--- config.mk ---
export PLATFORM = sky130hd
export DESIGN_NAME = reg_write_arbiter_flat
export DESIGN_NICKNAME = d
export VERILOG_FILES = /design/src/rtl/rf_arb_pkg.sv /design/src/rtl/reg_write_arbiter_if.sv /design/src/rtl/wb_scoreboard.sv /design/src/rtl/reg_write_arbiter.sv /design/src/flat_wrapper.sv
export SDC_FILE = /design/constraint.sdc
export NUM_CORES = 1
export LEC_CHECK = 0
export BUFFER_PORTS_ARGS = -buffer_cell sky130_fd_sc_hd__buf_2
export CORE_UTILIZATION = 44
export CTS_CLUSTER_SIZE = 25
export DETAILED_ROUTE_END_ITERATION = 8
export PLACE_DENSITY_LB_ADDON = 0.15
export SLEW_MARGIN = 20
export SYNTH_ARGS = -nofsm -noshare
export SYNTH_HDL_FRONTEND = slang
export SYNTH_SLANG_ARGS = --single-unit
--- constraint.sdc ---
create_clock -name clk -period 2.46 [get_ports clk]
set_input_delay 0.492 -clock clk [delete_from_list [all_inputs] [get_ports clk]]
set_output_delay 0.492 -clock clk [all_outputs]
set_load 0.03 [all_outputs]
--- src/rtl/rf_arb_pkg.sv ---
// rtl/rf_arb_pkg.sv - shared widths, constants and write-port record for the register write arbiter
package rf_arb_pkg;

    localparam int ADDRESS_WIDTH_DEF = 5;
    localparam int DATA_WIDTH_DEF    = 32;

    localparam logic [ADDRESS_WIDTH_DEF-1:0] REG_X0 = '0;

    typedef struct packed {
        logic [ADDRESS_WIDTH_DEF-1:0] ad;
        logic [DATA_WIDTH_DEF-1:0]    wd;
        logic                         we;
    } rf_wr_t;

endpackage

--- src/rtl/reg_write_arbiter_if.sv ---
// rtl/reg_write_arbiter_if.sv - writeback, mul/div, decode and reg_file write-port signals of the arbiter
interface reg_write_arbiter_if #(
    parameter int ADDRESS_WIDTH = 5,
    parameter int DATA_WIDTH    = 32
);
    logic                     wb_we;
    logic [ADDRESS_WIDTH-1:0] wb_rd;
    logic [DATA_WIDTH-1:0]    wb_data;
    logic                     md_valid;
    logic [ADDRESS_WIDTH-1:0] md_rd;
    logic [DATA_WIDTH-1:0]    md_data;
    logic                     md_ready;
    logic                     md_issue;
    logic [ADDRESS_WIDTH-1:0] md_issue_rd;
    logic [ADDRESS_WIDTH-1:0] rs1_addr;
    logic [ADDRESS_WIDTH-1:0] rs2_addr;
    logic                     rs1_busy;
    logic                     rs2_busy;
    logic                     pipe_stall;
    logic                     sb_err;
    logic [ADDRESS_WIDTH-1:0] rf_ad3;
    logic [DATA_WIDTH-1:0]    rf_wd3;
    logic                     rf_we3;

    modport slave (
        input  wb_we, wb_rd, wb_data, md_valid, md_rd, md_data,
               md_issue, md_issue_rd, rs1_addr, rs2_addr,
        output md_ready, rs1_busy, rs2_busy, pipe_stall, sb_err,
               rf_ad3, rf_wd3, rf_we3
    );

    modport master (
        output wb_we, wb_rd, wb_data, md_valid, md_rd, md_data,
               md_issue, md_issue_rd, rs1_addr, rs2_addr,
        input  md_ready, rs1_busy, rs2_busy, pipe_stall, sb_err,
               rf_ad3, rf_wd3, rf_we3
    );

endinterface

--- src/rtl/wb_scoreboard.sv ---
// rtl/wb_scoreboard.sv - pending mul/div write scoreboard with operand lookups and sticky issue error
module wb_scoreboard #(
    parameter int ADDRESS_WIDTH = 5
) (
    input  logic                     clk,
    input  logic                     rst,
    input  logic                     set_en,
    input  logic [ADDRESS_WIDTH-1:0] set_rd,
    input  logic                     clr_en,
    input  logic [ADDRESS_WIDTH-1:0] clr_rd,
    input  logic [ADDRESS_WIDTH-1:0] rs1_addr,
    input  logic [ADDRESS_WIDTH-1:0] rs2_addr,
    output logic                     rs1_busy,
    output logic                     rs2_busy,
    output logic                     sb_err
);

    localparam int NREGS = 1 << ADDRESS_WIDTH;

    logic [NREGS-1:0] busy;
    logic [NREGS-1:0] busy_nxt;
    logic             err_set;

    // Set is applied after clear so a same-register issue on the accept cycle keeps the bit.
    always_comb begin
        busy_nxt = busy;
        if (clr_en) busy_nxt[clr_rd] = 1'b0;
        if (set_en) busy_nxt[set_rd] = 1'b1;
        busy_nxt[0] = 1'b0;
    end

    assign err_set  = set_en && busy[set_rd] && !(clr_en && (clr_rd == set_rd));
    assign rs1_busy = busy[rs1_addr];
    assign rs2_busy = busy[rs2_addr];

    always_ff @(posedge clk or posedge rst) begin
        if (rst) begin
            busy   <= '0;
            sb_err <= 1'b0;
        end else begin
            busy <= busy_nxt;
            if (err_set) sb_err <= 1'b1;
        end
    end

endmodule

--- src/rtl/reg_write_arbiter.sv ---
// rtl/reg_write_arbiter.sv - shares the reg_file write port between writeback and the mul/div unit
module reg_write_arbiter
    import rf_arb_pkg::*;
#(
    parameter int ADDRESS_WIDTH = ADDRESS_WIDTH_DEF,
    parameter int DATA_WIDTH    = DATA_WIDTH_DEF,
    parameter int STARVE_LIMIT  = 4
) (
    input logic                clk,
    input logic                rst,
    reg_write_arbiter_if.slave bus
);

    localparam logic [3:0] LIMIT = 4'(STARVE_LIMIT);

    logic       wb_eff;
    logic       md_acc;
    logic [3:0] wait_cnt;
    rf_wr_t     wr;

    assign wb_eff       = bus.wb_we && (bus.wb_rd != REG_X0);
    assign bus.md_ready = !wb_eff;
    assign md_acc       = bus.md_valid && !wb_eff;

    always_comb begin
        wr = '0;
        if (wb_eff) begin
            wr.ad = bus.wb_rd;
            wr.wd = bus.wb_data;
            wr.we = 1'b1;
        end else if (md_acc) begin
            wr.ad = bus.md_rd;
            wr.wd = bus.md_data;
            wr.we = (bus.md_rd != REG_X0);
        end
    end

    assign bus.rf_ad3 = ADDRESS_WIDTH'(wr.ad);
    assign bus.rf_wd3 = DATA_WIDTH'(wr.wd);
    assign bus.rf_we3 = wr.we;

    // Saturates so a pipeline that ignores pipe_stall keeps it asserted.
    always_ff @(posedge clk or posedge rst) begin
        if (rst) begin
            wait_cnt <= '0;
        end else if (!bus.md_valid || md_acc) begin
            wait_cnt <= '0;
        end else if (wait_cnt != LIMIT) begin
            wait_cnt <= wait_cnt + 4'd1;
        end
    end

    assign bus.pipe_stall = (wait_cnt == LIMIT);

    wb_scoreboard #(
        .ADDRESS_WIDTH(ADDRESS_WIDTH)
    ) u_sb (
        .clk     (clk),
        .rst     (rst),
        .set_en  (bus.md_issue && (bus.md_issue_rd != REG_X0)),
        .set_rd  (bus.md_issue_rd),
        .clr_en  (md_acc),
        .clr_rd  (bus.md_rd),
        .rs1_addr(bus.rs1_addr),
        .rs2_addr(bus.rs2_addr),
        .rs1_busy(bus.rs1_busy),
        .rs2_busy(bus.rs2_busy),
        .sb_err  (bus.sb_err)
    );

endmodule

--- src/flat_wrapper.sv ---
// flat-port wrapper written by rule: the top's interface ports become plain ports
module reg_write_arbiter_flat import rf_arb_pkg::*;
#(
    parameter int ADDRESS_WIDTH = ADDRESS_WIDTH_DEF,
    parameter int DATA_WIDTH    = DATA_WIDTH_DEF,
    parameter int STARVE_LIMIT  = 4
)
  (clk, rst, bus_wb_we, bus_wb_rd, bus_wb_data, bus_md_valid, bus_md_rd, bus_md_data, bus_md_issue, bus_md_issue_rd, bus_rs1_addr, bus_rs2_addr, bus_md_ready, bus_rs1_busy, bus_rs2_busy, bus_pipe_stall, bus_sb_err, bus_rf_ad3, bus_rf_wd3, bus_rf_we3);
  reg_write_arbiter_if #(.ADDRESS_WIDTH(ADDRESS_WIDTH), .DATA_WIDTH(DATA_WIDTH)) bus_i ();
  input logic clk;
  input logic rst;
  input wire logic [$bits(bus_i.wb_we)-1:0] bus_wb_we;
  input wire logic [$bits(bus_i.wb_rd)-1:0] bus_wb_rd;
  input wire logic [$bits(bus_i.wb_data)-1:0] bus_wb_data;
  input wire logic [$bits(bus_i.md_valid)-1:0] bus_md_valid;
  input wire logic [$bits(bus_i.md_rd)-1:0] bus_md_rd;
  input wire logic [$bits(bus_i.md_data)-1:0] bus_md_data;
  input wire logic [$bits(bus_i.md_issue)-1:0] bus_md_issue;
  input wire logic [$bits(bus_i.md_issue_rd)-1:0] bus_md_issue_rd;
  input wire logic [$bits(bus_i.rs1_addr)-1:0] bus_rs1_addr;
  input wire logic [$bits(bus_i.rs2_addr)-1:0] bus_rs2_addr;
  output wire logic [$bits(bus_i.md_ready)-1:0] bus_md_ready;
  output wire logic [$bits(bus_i.rs1_busy)-1:0] bus_rs1_busy;
  output wire logic [$bits(bus_i.rs2_busy)-1:0] bus_rs2_busy;
  output wire logic [$bits(bus_i.pipe_stall)-1:0] bus_pipe_stall;
  output wire logic [$bits(bus_i.sb_err)-1:0] bus_sb_err;
  output wire logic [$bits(bus_i.rf_ad3)-1:0] bus_rf_ad3;
  output wire logic [$bits(bus_i.rf_wd3)-1:0] bus_rf_wd3;
  output wire logic [$bits(bus_i.rf_we3)-1:0] bus_rf_we3;
  assign bus_i.wb_we = bus_wb_we;
  assign bus_i.wb_rd = bus_wb_rd;
  assign bus_i.wb_data = bus_wb_data;
  assign bus_i.md_valid = bus_md_valid;
  assign bus_i.md_rd = bus_md_rd;
  assign bus_i.md_data = bus_md_data;
  assign bus_i.md_issue = bus_md_issue;
  assign bus_i.md_issue_rd = bus_md_issue_rd;
  assign bus_i.rs1_addr = bus_rs1_addr;
  assign bus_i.rs2_addr = bus_rs2_addr;
  assign bus_md_ready = bus_i.md_ready;
  assign bus_rs1_busy = bus_i.rs1_busy;
  assign bus_rs2_busy = bus_i.rs2_busy;
  assign bus_pipe_stall = bus_i.pipe_stall;
  assign bus_sb_err = bus_i.sb_err;
  assign bus_rf_ad3 = bus_i.rf_ad3;
  assign bus_rf_wd3 = bus_i.rf_wd3;
  assign bus_rf_we3 = bus_i.rf_we3;
  reg_write_arbiter #(.ADDRESS_WIDTH(ADDRESS_WIDTH), .DATA_WIDTH(DATA_WIDTH), .STARVE_LIMIT(STARVE_LIMIT)) u_core (.clk(clk), .rst(rst), .bus(bus_i));
endmodule
Word level (Yosys, flattened, before mapping):

Cells that the tools add are included.

* reductions and logical operators: 16
* bitwise gates (word level): 3
* equal/unequal tests: 3
* order comparisons: 6
* add/subtract/negate cells: 1
* muxes and demuxes: 16

Operators with widths (count)
* 2-to-1 mux 38 bit: 2
* 2-to-1 mux 32 bit: 2
* AND 32 bit: 1
* NOT 32 bit: 1
* bitwise OR 32 bit: 1
* < comparator 5 x 6 -> 1 bit, second input constant: 4
* binary-select mux 1 bit (select 5 bit): 3
* nonzero test 5 bit: 3
* demux 1 bit (select 5 bit): 2
* greater-or-equal comparator 5 x 1 -> 1 bit, second input constant: 2
* logical AND 1 bit: 8
* 2-to-1 mux 4 bit: 2
* == test 5 bit: 1
* 2-to-1 mux 1 bit: 5
* adder 4 x 1 -> 4 bit, second input constant: 1
* == test 4 x 3 -> 1 bit, second input constant: 1
* inequality test 4 x 3 -> 1 bit, second input constant: 1
* logical NOT 1 bit: 3
* nonzero test 2 bit: 1
* logical OR 1 bit: 1

* output and inout port bits: 43
* logic and storage cells: 48
* register bits: 36

Longest topological paths before layout:

* depth after elaboration: 9
* gate-level depth with buffers: 7
* mapped depth without buffers: 6

By module:

A second synthesis with hierarchy kept.

* cell total of the unflattened synthesis: 362
* area total of the unflattened synthesis: 3273.1 um2

By module, submodules not included
* wb_scoreboard: instances 1, cells an instance 212, area an instance 2178.3 um2
* reg_write_arbiter: instances 1, cells an instance 150, area an instance 1094.8 um2

Worst setup path after synthesis:

No wires, ideal clock.

* path kind: input -> output
* from: in bus_wb_rd[1]
* to: out bus_rf_ad3[3]
* stages on the path: 4
* data required time: 1.968 ns
* arrival time: 2.189 ns
* setup slack: -0.221 ns
* cells stage by stage: or4_1 > o21a_2 > buf_2 > o31ai_1

* longest elaborated chain between the ends: 6

Ends and longest elaborated chain
* from (decl): line flat_wrapper.sv:13 `input wire logic [$bits(bus_i.wb_rd)-1:0] bus_wb_rd;`
* nonzero test 5 bit *: line reg_write_arbiter.sv:21 `assign wb_eff = bus.wb_we && (bus.wb_rd != REG_X0);`
* logical AND 1 bit *: line reg_write_arbiter.sv:21
* logical NOT 1 bit: line reg_write_arbiter.sv:23 `assign md_acc = bus.md_valid && !wb_eff;`
* logical AND 1 bit: line reg_write_arbiter.sv:23
* 2-to-1 mux 38 bit: line reg_write_arbiter.sv:31 `end else if (md_acc) begin`
* 2-to-1 mux 38 bit *: line reg_write_arbiter.sv:27 `if (wb_eff) begin`
* to (decl): line flat_wrapper.sv:27 `output wire logic [$bits(bus_i.rf_ad3)-1:0] bus_rf_ad3;`

Every way passes the cells marked *; elsewhere a longest branch is shown, timed or not.

Final worst setup path:

* from: reg u_core.u_sb.busy[15]
* to: out bus_rs2_busy

* longest elaborated chain between the ends: 2

Ends and longest elaborated chain
* from (decl): line wb_scoreboard.sv:20 `logic [NREGS-1:0] busy;`
* from (signal assigned): line wb_scoreboard.sv:41 `busy <= busy_nxt;`
* binary-select mux 1 bit (select 5 bit): line wb_scoreboard.sv:34 `assign rs2_busy = busy[rs2_addr];`
* 2-to-1 mux 1 bit (implied by the code): line wb_scoreboard.sv:34
* to (decl): line flat_wrapper.sv:24 `output wire logic [$bits(bus_i.rs2_busy)-1:0] bus_rs2_busy;`

Every way passes these cells. The select of a mux whose other input is x is not followed.

==> results summary <==
The flow ran to the end, but the final reports show violations. The checks that failed: setup timing. In the routed design, unresolved DRC markers number 0.

The y dimension of the die came out at 86.0 um. The headroom to the max-slew limit came out at 0.534. The mean instance size in the synthesized netlist is approximately 8.4 um^2. The congestion estimate from routability-driven global placement came to 0.862.

Max-cap violations in this run came to 0. Entering global routing, the biggest net connects 42 pins. 0 antenna diodes ended up in the layout. The synthesis-to-layout area growth is 59.7%.

The first-pass detailed-route iteration total came out at 6. The clock power share is 0.170. The first global-routing pass estimated ~17 mm of wire. For the pin with the worst max-slew slack, the measured transition is 689 ps.

The count of different cell masters after synthesis came out at 44. The number of synthesized register bits is 36. The category of the most critical setup path is flop to output port.

The count of nets left with antenna violations after detail routing is 0. The number of nets in the layout is 612. The leakage power summed over all cells came out at 0.00224 uW. The initial standard-cell utilization of the core came out at 0.457. The part of the Yosys area used for sequential elements came out at 0.290. The die width came out at 86.0 um. The quantity of hold-fixing buffers added after cts came out at 0. The peak supply drop came out at around 0.26 mV. The setup violation total in the final timing report came out at 19. Setup total negative slack on the finished layout was measured at -642 ps. Counting flops with an async set or reset pin after synthesis yields a share of 1.00. The via count of the first global-routing pass is 3,301.

The ratio of routed vias to standard cells is ~6.1. The number of enable flip-flop cells after synthesis is 0. After synthesis, the largest family of logic cells by area is simple AND/OR/NAND/NOR gates. The reported net switching power came out at 924 uW.

The post-synthesis xor/xnor area fraction came out at 0.0197. Of all nets on the critical path, the largest fanout is 3. The post-synthesis mux area share is 0.190. The adder-cell share of the synthesized area is 0.00805. The number of nets in the synthesized netlist is ~460. The basic-gate share of the synthesized area counting and, or, nand and nor cells came out at 0.302.

Counting instances in the post-synthesis netlist gives the leading cell types as nand2_1 (104), nand3_1 (39), dfrtp_1 (36). The share of post-route cells with drive strength above 1 came out at 0.553. The violation count after the first detailed-routing iteration came out at between 200 and 300.

The floorplan has 30 rows. Synthesis handed over a netlist of 368 instances. The highest metal layer with signal wires is met4.

The clock input transition at the sequential cells of the worst setup and hold paths came out at roughly 80 ps. The count of warnings emitted by yosys came out at 0. The share of the synthesized area in compound gates (AO/OA/AOI/OAI) is 0.138. For the worst setup path, the data arrival time is 2120 ps.

In this run the cell area of the synthesized design comes to 3110 um^2. After detailed routing, the wire length on met1 is 4.59 mm. The number of primary I/O pins came out at 137. For this design the ratio of total power to cell area is between 400 and 500 nW/um^2. The path category of the worst min-delay check is input port to async pin.

The all-layer global routing usage came out at 0.291. The maximum clock rate came out at 383 MHz. Counting along the longest clock path gives a buffer depth of 2. Counting the buffers created by CTS gives 5. The overall die area came out at 7400 um^2. The final wirelength is 12.1 mm.

The number of vias in the routed layout came out at 3,720. On the final layout, the worst clock skew is around 7.3 ps. The worst setup path is launched from a flop.

The most frequently used cell type in the post-synthesis netlist is nand2_1. The share of total power in sequential cells came out at 0.363. The sink count of the clock tree came out at 36.

The area share of the largest cell type after synthesis came out at 0.290. The required time reported for the critical path endpoint is 1970 ps. The worst setup path is captured at an output port. For the finished layout, the period the worst path requires is 2610 ps. The switching fraction of total power is 0.374. The area inside the core boundary is 6790 um^2. Ranked by total cell area, the synthesized netlist is headed by dfrtp_1 (29%), mux4_2 (16%), nand2_1 (13%). Among all flip-flop cells after synthesis, the most frequent one is dfrtp_1. The routed wirelength normalized by instance count is 19.8 um. The internal portion of the total power is 1550 uW.

The total overflow reported by the global router came out at 0. The final clock period utilization by the worst path came out at 1.06. The count of buffers added on input and output ports is 136. Setup repair after global routing could not meet its margin everywhere. The share of power burned in combinational logic is 0.467. The total count of hold-check failures in the final report came out at 0.

CTS placed an instance of clkbuf_8 at the clock tree root. The largest area contributor in the synthesized netlist is dfrtp_1. Summed over all nets, wire length on met2 after detailed routing comes to 6.13 mm. The worst setup margin came out at -150 ps. The clock latency on the worst-skew pair is 290 ps.

The wire length on met3 is between 1 and 1.5 mm. The TritonCTS clock tree is done. The initial antenna violation count came out at 0. The HPWL reported at the end of detailed placement is 7.68 mm. The worst slack at placement is -246 ps. The max-slew violation total from the final report is 0.

The count of filler cells inserted in the layout is 463. In this run the number of H-tree levels came out at 2.
path summary, 6_finish.rpt:
path,from,to,slack (ps),cells past startpoint
min,rst,u_core.wait_cnt[2]$_DFFE_PP0P_,290,3
max reg2reg,u_core.u_sb.busy[15]$_DFF_PP0_,u_core.u_sb.sb_err$_DFFE_PP0P_,680,6
min reg2reg,u_core.u_sb.sb_err$_DFFE_PP0P_,u_core.u_sb.sb_err$_DFFE_PP0P_,510,1
min in group clk,u_core.u_sb.sb_err$_DFFE_PP0P_,u_core.u_sb.sb_err$_DFFE_PP0P_,510,1
max in group asynchronous,rst,u_core.u_sb.busy[28]$_DFF_PP0_,1820,3
max,u_core.u_sb.busy[15]$_DFF_PP0_,bus_rs2_busy,-150,4
final cells by class:
cell class	count	area [um^2]	area share
multi-input combinational	293	2400	0.483
timing repair buffer	173	1430	0.288
sequential	36	903	0.182
tap	96	120	0.0242
clock buffer	5	68.8	0.0139
inverter	7	28.8	0.00580
clock inverter	3	18.8	0.00378
power by group through the flow:
stage | Combinational (uW) | Clock (uW) | Sequential, uW
floorplan | 662 | 0 | 815
global placement | 884 | 0 | 901
detailed placement | 903 | 0 | 898
CTS | 1030 | 422 | 886
global route | 1220 | 447 | 908
finish | 1150 | 419 | 897
placed cells by master, fill, tap and decap left out, types with 5 or more instances in the layout:
master,Yosys,layout
buf_4,1,26
clkbuf_8,0,5
clkbuf_16,0,5
and3_1,6,6
xor2_1,5,5
nand2b_1,5,5
nand3_1,39,7
buf_6,0,43
nand3_4,0,10
buf_2,10,92
a22o_1,9,9
nand3_2,0,22
nor2b_1,6,6
inv_1,6,6
dfrtp_1,36,34
o2bb2ai_1,15,15
nor2_1,11,11
nand2_2,0,33
a21oi_1,5,5
nand2_1,104,71
o21ai_0,11,8
nand4b_1,5,5
mux4_2,22,22
nor3_1,5,5
worst max-delay path, stage by stage (launching register included):
cell,delay (ps)
dfrtp_1,430
mux4_2,470
mux4_2,490
mux2_4,290
buf_6,140
sequential cells by signal (all words and copies together), names as in the netlist:
signal,flops
u_core.u_sb.busy,31
u_core.u_sb.sb_err,1
u_core.wait_cnt,4
what timing repair did:
action | in CTS | in global routing
cloned | 3 | 5
hold endpoints to repair | 0 | 0
pin swaps | 12 | 60
buffers inserted | 7 | 5
resized for setup | 93 | 65
setup endpoints to repair | 21 | 40
metrics by stage:
| stage | instance area, um^2 | instances | util | hold WS, ps | power, uW |
|---|---|---|---|---|---|
| 2_1_floorplan | 3180 | 368 | - | 483 | 1480 |
| 3_3_place_gp | 4010 | 587 | 0.591 | 462 | 1790 |
| 3_5_place_dp | 4010 | 587 | 0.591 | 475 | 1800 |
| 4_1_cts | 4510 | 603 | 0.664 | 304 | 2340 |
| 5_1_grt | 4960 | 613 | 0.731 | 345 | 2570 |
| 6_report | 4960 | 613 | 0.731 | 285 | 2470 |
per-layer routing:
metal,GRT usage,vias to the layer above
li1,-,1641
met1,0.385,1793
met2,0.479,255
met3,0.0558,31
met4,0.100,0
met5,0,-
cell families (layout without fill, tap and decap cells):
group	count (synthesis)	count (layout)
xor gates and xnor gates	7	7
adders and majority gates	2	2
AOI/OAI and AO/OA	56	56
muxes	31	31
DFF	36	36
and+or+nand+nor	197	197
buffers and inverters	39	188
No activity file was read; power rests on OpenSTA's default activity.
